<file path="src/rtl/decode_stage_hz.sv">
// decode_stage_hz: ID-stage decode, early branch resolution, RAW/back-pressure interlock and ID/EX register.
// Optional feature macro DECODE_FORWARD_EN: forward MEM-stage results into the branch compare and ID/EX operands.

module decode_stage_hz_ctrl (
  input  logic [31:0] i_ir,
  input  logic        i_reg_s_t_equal,
  output logic [3:0]  o_alu_op,
  output logic [1:0]  o_alu_a_sel,
  output logic [1:0]  o_alu_b_sel,
  output logic [3:0]  o_mem_we,
  output logic        o_reg_d_we,
  output logic        o_reg_d_addr_sel,
  output logic        o_reg_d_data_sel,
  output logic        o_is_branch,
  output logic        o_pc_we
);
  logic [5:0] w_opcode;
  logic [5:0] w_funct;

  assign w_opcode = i_ir[31:26];
  assign w_funct  = i_ir[5:0];

  always_comb begin
    o_alu_op         = 4'd0;
    o_alu_a_sel      = 2'd0;
    o_alu_b_sel      = 2'd0;
    o_mem_we         = 4'd0;
    o_reg_d_we       = 1'b0;
    o_reg_d_addr_sel = 1'b0;
    o_reg_d_data_sel = 1'b0;
    o_is_branch      = 1'b0;
    o_pc_we          = 1'b0;
    case (w_opcode)
      6'h00: begin
        o_reg_d_addr_sel = 1'b1;
        case (w_funct)
          6'h20: begin o_alu_op = 4'd0; o_reg_d_we = 1'b1; end
          6'h22: begin o_alu_op = 4'd1; o_reg_d_we = 1'b1; end
          6'h24: begin o_alu_op = 4'd2; o_reg_d_we = 1'b1; end
          6'h25: begin o_alu_op = 4'd3; o_reg_d_we = 1'b1; end
          6'h2A: begin o_alu_op = 4'd4; o_reg_d_we = 1'b1; end
          default: ;
        endcase
      end
      6'h08: begin o_alu_b_sel = 2'd1; o_reg_d_we = 1'b1; end
      6'h0F: begin
        o_alu_op    = 4'd5;
        o_alu_a_sel = 2'd2;
        o_alu_b_sel = 2'd2;
        o_reg_d_we  = 1'b1;
      end
      6'h23: begin o_alu_b_sel = 2'd1; o_reg_d_we = 1'b1; o_reg_d_data_sel = 1'b1; end
      6'h2B: begin o_alu_b_sel = 2'd1; o_mem_we = 4'hF; end
      6'h04: begin o_alu_op = 4'd1; o_is_branch = 1'b1; o_pc_we = i_reg_s_t_equal; end
      6'h05: begin o_alu_op = 4'd1; o_is_branch = 1'b1; o_pc_we = ~i_reg_s_t_equal; end
      default: ;
    endcase
  end
endmodule

module decode_stage_hz #(
  parameter int DATA_WIDTH      = 32,
  parameter int REG_ADDR_WIDTH  = 5,
  parameter int STALL_CNT_WIDTH = 16
) (
  input  logic                       clk,
  input  logic                       rst_n,
  input  logic                       i_valid_id,
  input  logic [DATA_WIDTH-1:0]      i_pc_id,
  input  logic [31:0]                i_ir_id,
  input  logic [DATA_WIDTH-1:0]      i_reg_s_data_id,
  input  logic [DATA_WIDTH-1:0]      i_reg_t_data_id,
  input  logic                       i_flush_id,
  input  logic                       i_ready_ex,
  input  logic                       i_reg_d_we_mem,
  input  logic [REG_ADDR_WIDTH-1:0]  i_reg_d_addr_mem,
  input  logic [DATA_WIDTH-1:0]      i_reg_d_data_mem,
  output logic                       o_stall_id,
  output logic                       o_pc_we_id,
  output logic [DATA_WIDTH-1:0]      o_pc_data_id,
  output logic [REG_ADDR_WIDTH-1:0]  o_reg_s_addr_id,
  output logic [REG_ADDR_WIDTH-1:0]  o_reg_t_addr_id,
  output logic                       o_valid_ex,
  output logic [3:0]                 o_alu_op_ex,
  output logic [1:0]                 o_alu_a_sel_ex,
  output logic [1:0]                 o_alu_b_sel_ex,
  output logic [3:0]                 o_mem_we_ex,
  output logic [DATA_WIDTH-1:0]      o_imm_ex,
  output logic [DATA_WIDTH-1:0]      o_reg_s_data_ex,
  output logic [DATA_WIDTH-1:0]      o_reg_t_data_ex,
  output logic                       o_reg_d_we_ex,
  output logic [REG_ADDR_WIDTH-1:0]  o_reg_d_addr_ex,
  output logic                       o_reg_d_data_sel_ex,
  output logic [STALL_CNT_WIDTH-1:0] o_stall_cnt
);
  logic [REG_ADDR_WIDTH-1:0]  w_rs, w_rt, w_rd, w_reg_d_addr;
  logic [DATA_WIDTH-1:0]      w_imm, w_op_s, w_op_t;
  logic                       w_mem_hz, w_reg_s_t_equal;
  logic [3:0]                 w_alu_op, w_mem_we;
  logic [1:0]                 w_alu_a_sel, w_alu_b_sel;
  logic                       w_reg_d_we, w_reg_d_addr_sel, w_reg_d_data_sel, w_is_branch, w_ctrl_pc_we;
  logic                       w_ex_src_hit, w_load_use, w_br_raw, w_hazard, w_backpressure;

  logic                       r_valid_ex;
  logic [3:0]                 r_alu_op_ex, r_mem_we_ex;
  logic [1:0]                 r_alu_a_sel_ex, r_alu_b_sel_ex;
  logic [DATA_WIDTH-1:0]      r_imm_ex, r_reg_s_data_ex, r_reg_t_data_ex;
  logic                       r_reg_d_we_ex, r_reg_d_data_sel_ex;
  logic [REG_ADDR_WIDTH-1:0]  r_reg_d_addr_ex;
  logic [STALL_CNT_WIDTH-1:0] r_stall_cnt;

  assign w_rs  = REG_ADDR_WIDTH'(i_ir_id[25:21]);
  assign w_rt  = REG_ADDR_WIDTH'(i_ir_id[20:16]);
  assign w_rd  = REG_ADDR_WIDTH'(i_ir_id[15:11]);
  assign w_imm = {{(DATA_WIDTH-16){i_ir_id[15]}}, i_ir_id[15:0]};

`ifdef DECODE_FORWARD_EN
  logic w_fwd_s, w_fwd_t;
  assign w_fwd_s  = i_reg_d_we_mem & (i_reg_d_addr_mem != '0) & (i_reg_d_addr_mem == w_rs);
  assign w_fwd_t  = i_reg_d_we_mem & (i_reg_d_addr_mem != '0) & (i_reg_d_addr_mem == w_rt);
  assign w_op_s   = w_fwd_s ? i_reg_d_data_mem : i_reg_s_data_id;
  assign w_op_t   = w_fwd_t ? i_reg_d_data_mem : i_reg_t_data_id;
  assign w_mem_hz = 1'b0;
`else
  logic w_unused_mem_data;
  assign w_unused_mem_data = ^i_reg_d_data_mem;
  assign w_op_s   = i_reg_s_data_id;
  assign w_op_t   = i_reg_t_data_id;
  // Without forwarding a branch must wait until the MEM-stage producer reaches the register file.
  assign w_mem_hz = i_reg_d_we_mem & (i_reg_d_addr_mem != '0) &
                    ((i_reg_d_addr_mem == w_rs) | (i_reg_d_addr_mem == w_rt));
`endif

  assign w_reg_s_t_equal = (w_op_s == w_op_t);

  decode_stage_hz_ctrl u_ctrl (
    .i_ir             (i_ir_id),
    .i_reg_s_t_equal  (w_reg_s_t_equal),
    .o_alu_op         (w_alu_op),
    .o_alu_a_sel      (w_alu_a_sel),
    .o_alu_b_sel      (w_alu_b_sel),
    .o_mem_we         (w_mem_we),
    .o_reg_d_we       (w_reg_d_we),
    .o_reg_d_addr_sel (w_reg_d_addr_sel),
    .o_reg_d_data_sel (w_reg_d_data_sel),
    .o_is_branch      (w_is_branch),
    .o_pc_we          (w_ctrl_pc_we)
  );

  assign w_reg_d_addr   = w_reg_d_addr_sel ? w_rd : w_rt;
  assign w_ex_src_hit   = (r_reg_d_addr_ex != '0) &
                          ((r_reg_d_addr_ex == w_rs) | (r_reg_d_addr_ex == w_rt));
  assign w_load_use     = r_valid_ex & r_reg_d_we_ex & r_reg_d_data_sel_ex & w_ex_src_hit;
  assign w_br_raw       = w_is_branch & ((r_valid_ex & r_reg_d_we_ex & w_ex_src_hit) | w_mem_hz);
  // A flushed instruction is discarded, so its operand hazards no longer matter.
  assign w_hazard       = i_valid_id & ~i_flush_id & (w_load_use | w_br_raw);
  assign w_backpressure = r_valid_ex & ~i_ready_ex;

  assign o_stall_id      = w_hazard | (i_valid_id & w_backpressure);
  assign o_pc_we_id      = w_ctrl_pc_we & i_valid_id & ~o_stall_id & ~i_flush_id;
  assign o_pc_data_id    = i_pc_id + w_imm;
  assign o_reg_s_addr_id = w_rs;
  assign o_reg_t_addr_id = w_rt;

  always_ff @(posedge clk or negedge rst_n) begin
    if (!rst_n) begin
      r_valid_ex          <= 1'b0;
      r_alu_op_ex         <= '0;
      r_alu_a_sel_ex      <= '0;
      r_alu_b_sel_ex      <= '0;
      r_mem_we_ex         <= '0;
      r_imm_ex            <= '0;
      r_reg_s_data_ex     <= '0;
      r_reg_t_data_ex     <= '0;
      r_reg_d_we_ex       <= 1'b0;
      r_reg_d_addr_ex     <= '0;
      r_reg_d_data_sel_ex <= 1'b0;
    end else if (w_backpressure) begin
      r_valid_ex <= r_valid_ex;
    end else if (w_hazard | i_flush_id | ~i_valid_id) begin
      // Bubble: only the fields that cause side effects downstream are cleared.
      r_valid_ex    <= 1'b0;
      r_reg_d_we_ex <= 1'b0;
      r_mem_we_ex   <= '0;
    end else begin
      r_valid_ex          <= 1'b1;
      r_alu_op_ex         <= w_alu_op;
      r_alu_a_sel_ex      <= w_alu_a_sel;
      r_alu_b_sel_ex      <= w_alu_b_sel;
      r_mem_we_ex         <= w_mem_we;
      r_imm_ex            <= w_imm;
      r_reg_s_data_ex     <= w_op_s;
      r_reg_t_data_ex     <= w_op_t;
      r_reg_d_we_ex       <= w_reg_d_we;
      r_reg_d_addr_ex     <= w_reg_d_addr;
      r_reg_d_data_sel_ex <= w_reg_d_data_sel;
    end
  end

  always_ff @(posedge clk or negedge rst_n) begin
    if (!rst_n)
      r_stall_cnt <= '0;
    else if (o_stall_id && (r_stall_cnt != '1))
      r_stall_cnt <= r_stall_cnt + STALL_CNT_WIDTH'(1);
  end

  assign o_valid_ex          = r_valid_ex;
  assign o_alu_op_ex         = r_alu_op_ex;
  assign o_alu_a_sel_ex      = r_alu_a_sel_ex;
  assign o_alu_b_sel_ex      = r_alu_b_sel_ex;
  assign o_mem_we_ex         = r_mem_we_ex;
  assign o_imm_ex            = r_imm_ex;
  assign o_reg_s_data_ex     = r_reg_s_data_ex;
  assign o_reg_t_data_ex     = r_reg_t_data_ex;
  assign o_reg_d_we_ex       = r_reg_d_we_ex;
  assign o_reg_d_addr_ex     = r_reg_d_addr_ex;
  assign o_reg_d_data_sel_ex = r_reg_d_data_sel_ex;
  assign o_stall_cnt         = r_stall_cnt;
endmodule

</file>
<file path="config.mk">
export PLATFORM = sky130hd
export DESIGN_NAME = decode_stage_hz
export DESIGN_NICKNAME = d
export VERILOG_FILES = /design/src/rtl/decode_stage_hz.sv
export SDC_FILE = /design/constraint.sdc
export NUM_CORES = 1
export LEC_CHECK = 0
export CAP_MARGIN = 10
export CELL_PAD_IN_SITES_DETAIL_PLACEMENT = 1
export CELL_PAD_IN_SITES_GLOBAL_PLACEMENT = 1
export CORE_MARGIN = 2
export CORE_UTILIZATION = 34
export CTS_BUF_LIST = sky130_fd_sc_hd__clkbuf_2 sky130_fd_sc_hd__clkbuf_4 sky130_fd_sc_hd__clkbuf_8
export DETAILED_ROUTE_END_ITERATION = 12
export GPL_TIMING_DRIVEN = 0
export PLACE_DENSITY_LB_ADDON = 0.15
export RECOVER_POWER = 100
export SLEW_MARGIN = 20
export SYNTH_ARGS = -nofsm -noshare
export SYNTH_HDL_FRONTEND = slang
export SYNTH_SLANG_ARGS = --single-unit
</file>
<file path="constraint.sdc">
create_clock -name clk -period 6.6 [get_ports clk]
set_input_delay 0.99 -clock clk [delete_from_list [all_inputs] [get_ports clk]]
set_output_delay 0.99 -clock clk [all_outputs]
set_load 0.01 [all_outputs]
</file>
==> results of run 1 <==
-- per-layer routing --
metal,vias to the layer above,global-route usage (%),wire [µm]
li1,3052,-,-
met4,2,6.36,470
met2,202,37.4,12000
met1,3111,27.1,10400
met5,-,0,13
met3,28,4.70,1600
-- cell type report --
type / count / area, µm²
clock inverters: 6 / 61.3
clock buffers: 10 / 138
inverters: 5 / 18.8
repair buffers: 313 / 3140
flip-flops and latches: 111 / 2780
fillers: 2334 / 10400
multi-input cells: 511 / 3920
well taps: 275 / 344
plain buffers: 55 / 323
-- power groups by stage --
stage	logic [mW]	registers, mW	clock network (mW)
CTS	1.06	0.874	0.435
finish	0.926	0.866	0.419
global placement	1.04	0.880	0
floorplan	0.425	0.927	0
global route	1.00	0.882	0.463
detailed placement	1.05	0.887	0
-- kinds of logic (layout without fill, tap and decap cells) --
family          Yosys count  after routing
fa+ha+maj                33             33
flops                   111            111
other cells               1              2
mux                      88             88
xor+xnor                 94             94
buf+inv                  60            389
simple gates            174            174
compound gates          120            120
-- critical path: cells and delay by family --
family / cells / cell delay, ps
buf+inv: 3 / 1920
xor+xnor: 1 / 200
fa+ha+maj: 1 / 370
compound gates: 6 / 1640
-- flip-flops by register name (all words and copies together) (netlist names) --
signal,flops
o_reg_d_addr_ex,5
o_stall_cnt,16
o_alu_op_ex,3
o_valid_ex,1
o_reg_t_data_ex,32
o_reg_d_data_sel_ex,1
o_reg_d_we_ex,1
o_imm_ex,16
o_alu_a_sel_ex,1
o_reg_s_data_ex,32
o_mem_we_ex,1
o_alu_b_sel_ex,2
-- path summary, 6_finish.rpt --
kind | startpoint | endpoint
worst max-delay path | i_ir_id[15] | o_pc_data_id[26]
worst min-delay path | o_alu_a_sel_ex[1] | o_alu_a_sel_ex[1]
worst max register to register | o_reg_d_addr_ex[2] | o_reg_s_data_ex[12]
worst min register to register | o_alu_a_sel_ex[1] | o_alu_a_sel_ex[1]
max in group asynchronous | rst_n | o_reg_t_data_ex[23]
min in group asynchronous | rst_n | o_stall_cnt[9]
-- per-stage QoR --
step | TNS (ps) | std cells | hold slack, ps | setup WS, ps
final | 0 | 1286 | 483 | 494
after floorplan | 0 | 682 | 512 | 2510
after global routing | 0 | 1286 | 511 | 152
after CTS | 0 | 1286 | 494 | 565
after global placement | -514 | 1269 | 460 | -14.0
after detailed placement | 0 | 1270 | 468 | 592
-- cells in the final DEF (no fill, tap or decap), types with 20 or more instances in the layout --
cell and n:
dlygate4sd3_1 157, clkdlybuf4s50_1 154, dfrtp_1 111, xnor2_1 54
mux2_1 53, nand2_1 47, xor2_1 40, nor2_1 37
a21oi_1 32, ha_1 32, o21ai_0 26, clkbuf_1 24
mux2_2 24, nand3_1 20
==> metrics.md, run 1 <==
| Metric | Value |
|---|---|
| First-pass DRT Iterations | `4` |
| Layout cell share with drive strength beyond 1 | `8.31%` |
| DRC Markers | `0` |
| # rows | `53` |
| First-pass GRT wire length | `38.1 mm` |
| Largest net degree at the start of global routing | `57` |
| Clock skew | `19.7 ps` |
| Post-route ant nets | `0` |
| Drt wl/cell | `19.0 µm` |
| Worst EP arrival | `5120 ps` |
| Overall Global Routing Usage | `between 20% and 30%` |
| Seq pwr share | `about two fifths` |
| Failing checks | `max-capacitance violations, max-slew violations` |
| Post-Synth Simple-Gate Area | `12.1%` |
| Crit-path cells | `dlygate4sd3_1 > ha_1 > clkbuf_1 > a21oi_1 > o21ai_0 > a211oi_1 > o31ai_1 > a211oi_1 > a21oi_1 > xor2_1 > dlygate4sd3_1` |
| Post-CTS Resized | `0` |
| CTS tree | `built` |
| Seq cells post-synth | `roughly 110` |
| Minimum clock period | `6110 ps` |
| Worst Hold Class | `reg -> reg` |
| Startpoint types | `primary input` |
| Design Power | `2.21 mW` |
| Post-synthesis cell count | `681` |
| Final wirelength | `24.4 mm` |
| Die ar. | `between 20000 and 25000 µm²` |
| H-tree lvl count | `3` |
| Clock sink count | `111` |
| Clk root buf | `clkbuf_8` |
| Async SR Flop Fraction | `100%` |
| Sw Pwr | `approximately 760 µW` |
| Final period utilization | `around 93%` |
| MaxCap Viol Count | `1` |
| Setup violations, final | `0` |
| Rel. slew slack | `-117%` |
| Clock Path Buffers | `2` |
| Synthesis Warnings | `0` |
| Die Ht | `approximately 150 µm` |
| Worst Reg-to-Reg Cells | `9` |
| Count leader, synth | `dfrtp_1` |
| Nets@finish | `1210` |
| Die X | `approximately 150 µm` |
| Synth area leaders | `dfrtp_1 38%, mux2_4 12%, xnor2_1 6.5%` |
| Later-pin clock latency in the skew report | `400 ps` |
| Max incr delay on CP | `1120 ps` |
| Final GP Congestion | `0.822` |
| Switching portion of total power | `34.2%` |
| Mapped Avg Cell Area | `10.8 µm²` |
| Clock-pin slew on the worst setup and hold paths | `100 ps` |
| TritonCTS Buffers | `9` |
| Total vias in the final route | `6395` |
| Starting DRC count in detailed routing | `149` |
| Antenna violations before repair | `1` |
| Pwr Density | `206 nW/µm²` |
| PortBufs | `~310` |
| Yosys cell types | `65` |
| F_max | `0.164 GHz` |
| Syn-to-layout area delta | `46.4%` |
| Worst slew pin tran | `3260 ps` |
| Post-synthesis compound-gate area fraction | `11.0%` |
| Final Hold Fails | `0` |
| IO Pins | `between 300 and 400` |
| Hold path cells | `2` |
| Post-Route Utilization | `50.8%` |
| Xor and xnor area share after synthesis | `between 10 and 15%` |
| Synth Area in Adders | `5.74%` |
| Largest family of logic cells by synthesized area | `multiplexers` |
| Pleak | `4.62 nW` |
| Count of flip-flops with a built-in enable after synthesis | `0` |
| R2r setup slk | `3280 ps` |
| P_int | `1.45 mW` |
| Comb power frac | `a little over two fifths` |
| Sequential area share after synthesis | `37.9%` |
| RSZ-0062 raised after global routing | `false` |
| Postcts setup bufs | `0` |
| Core ar. | `21100 µm²` |
| Antenna fix cells | `0` |
| Mux share of post-synthesis cell area | `16.4%` |
| Status | `finished with violations` |
| Kind of critical path | `in -> out` |
| Vias per cell | `around 5.0` |
| Final Cell Area | `between 10000 and 15000 µm²` |
| Worst Path Required | `5610 ps` |
| Post-synth top cells | `111 x dfrtp_1, 58 x mux2_4, 54 x xnor2_1` |
| Maximum fanout along the worst path | `19` |
| Placed cell areas | `10800 µm²` |
| CP max stage cell | `dlygate4sd3_1` |
| Syn Std Cell Area | `7320 µm²` |
| Vias in the first global route | `6873` |
| Congestion Overflow GR | `0` |
| Peak supply drop | `0.0000944 V` |
| Post-CTS Hold Buffers | `0` |
| DPL Wire Length | `roughly 20 mm` |
| Clock Power Share | `18.9%` |
| Ys flop type | `dfrtp_1` |
| CP Capture Type | `output port` |
| Starting Density | `34.7%` |
| Final Max Slew Viols | `56` |
| Synth top area share | `37.9%` |
| Area leader, netlist | `dfrtp_1` |
Power figures use the tool's default switching activity.
==> inputs of run 2 (changes only) <==
--- a/config.mk
+++ b/config.mk
@@ -15,6 +15,7 @@
 export GPL_TIMING_DRIVEN = 0
 export PLACE_DENSITY_LB_ADDON = 0.15
 export RECOVER_POWER = 100
+export SKIP_CTS_REPAIR_TIMING = 1
 export SLEW_MARGIN = 20
 export SYNTH_ARGS = -nofsm -noshare
 export SYNTH_HDL_FRONTEND = slang
==> results of run 2 <==
Same layout as run 1: the final DEF is identical, and so are final timing and power.
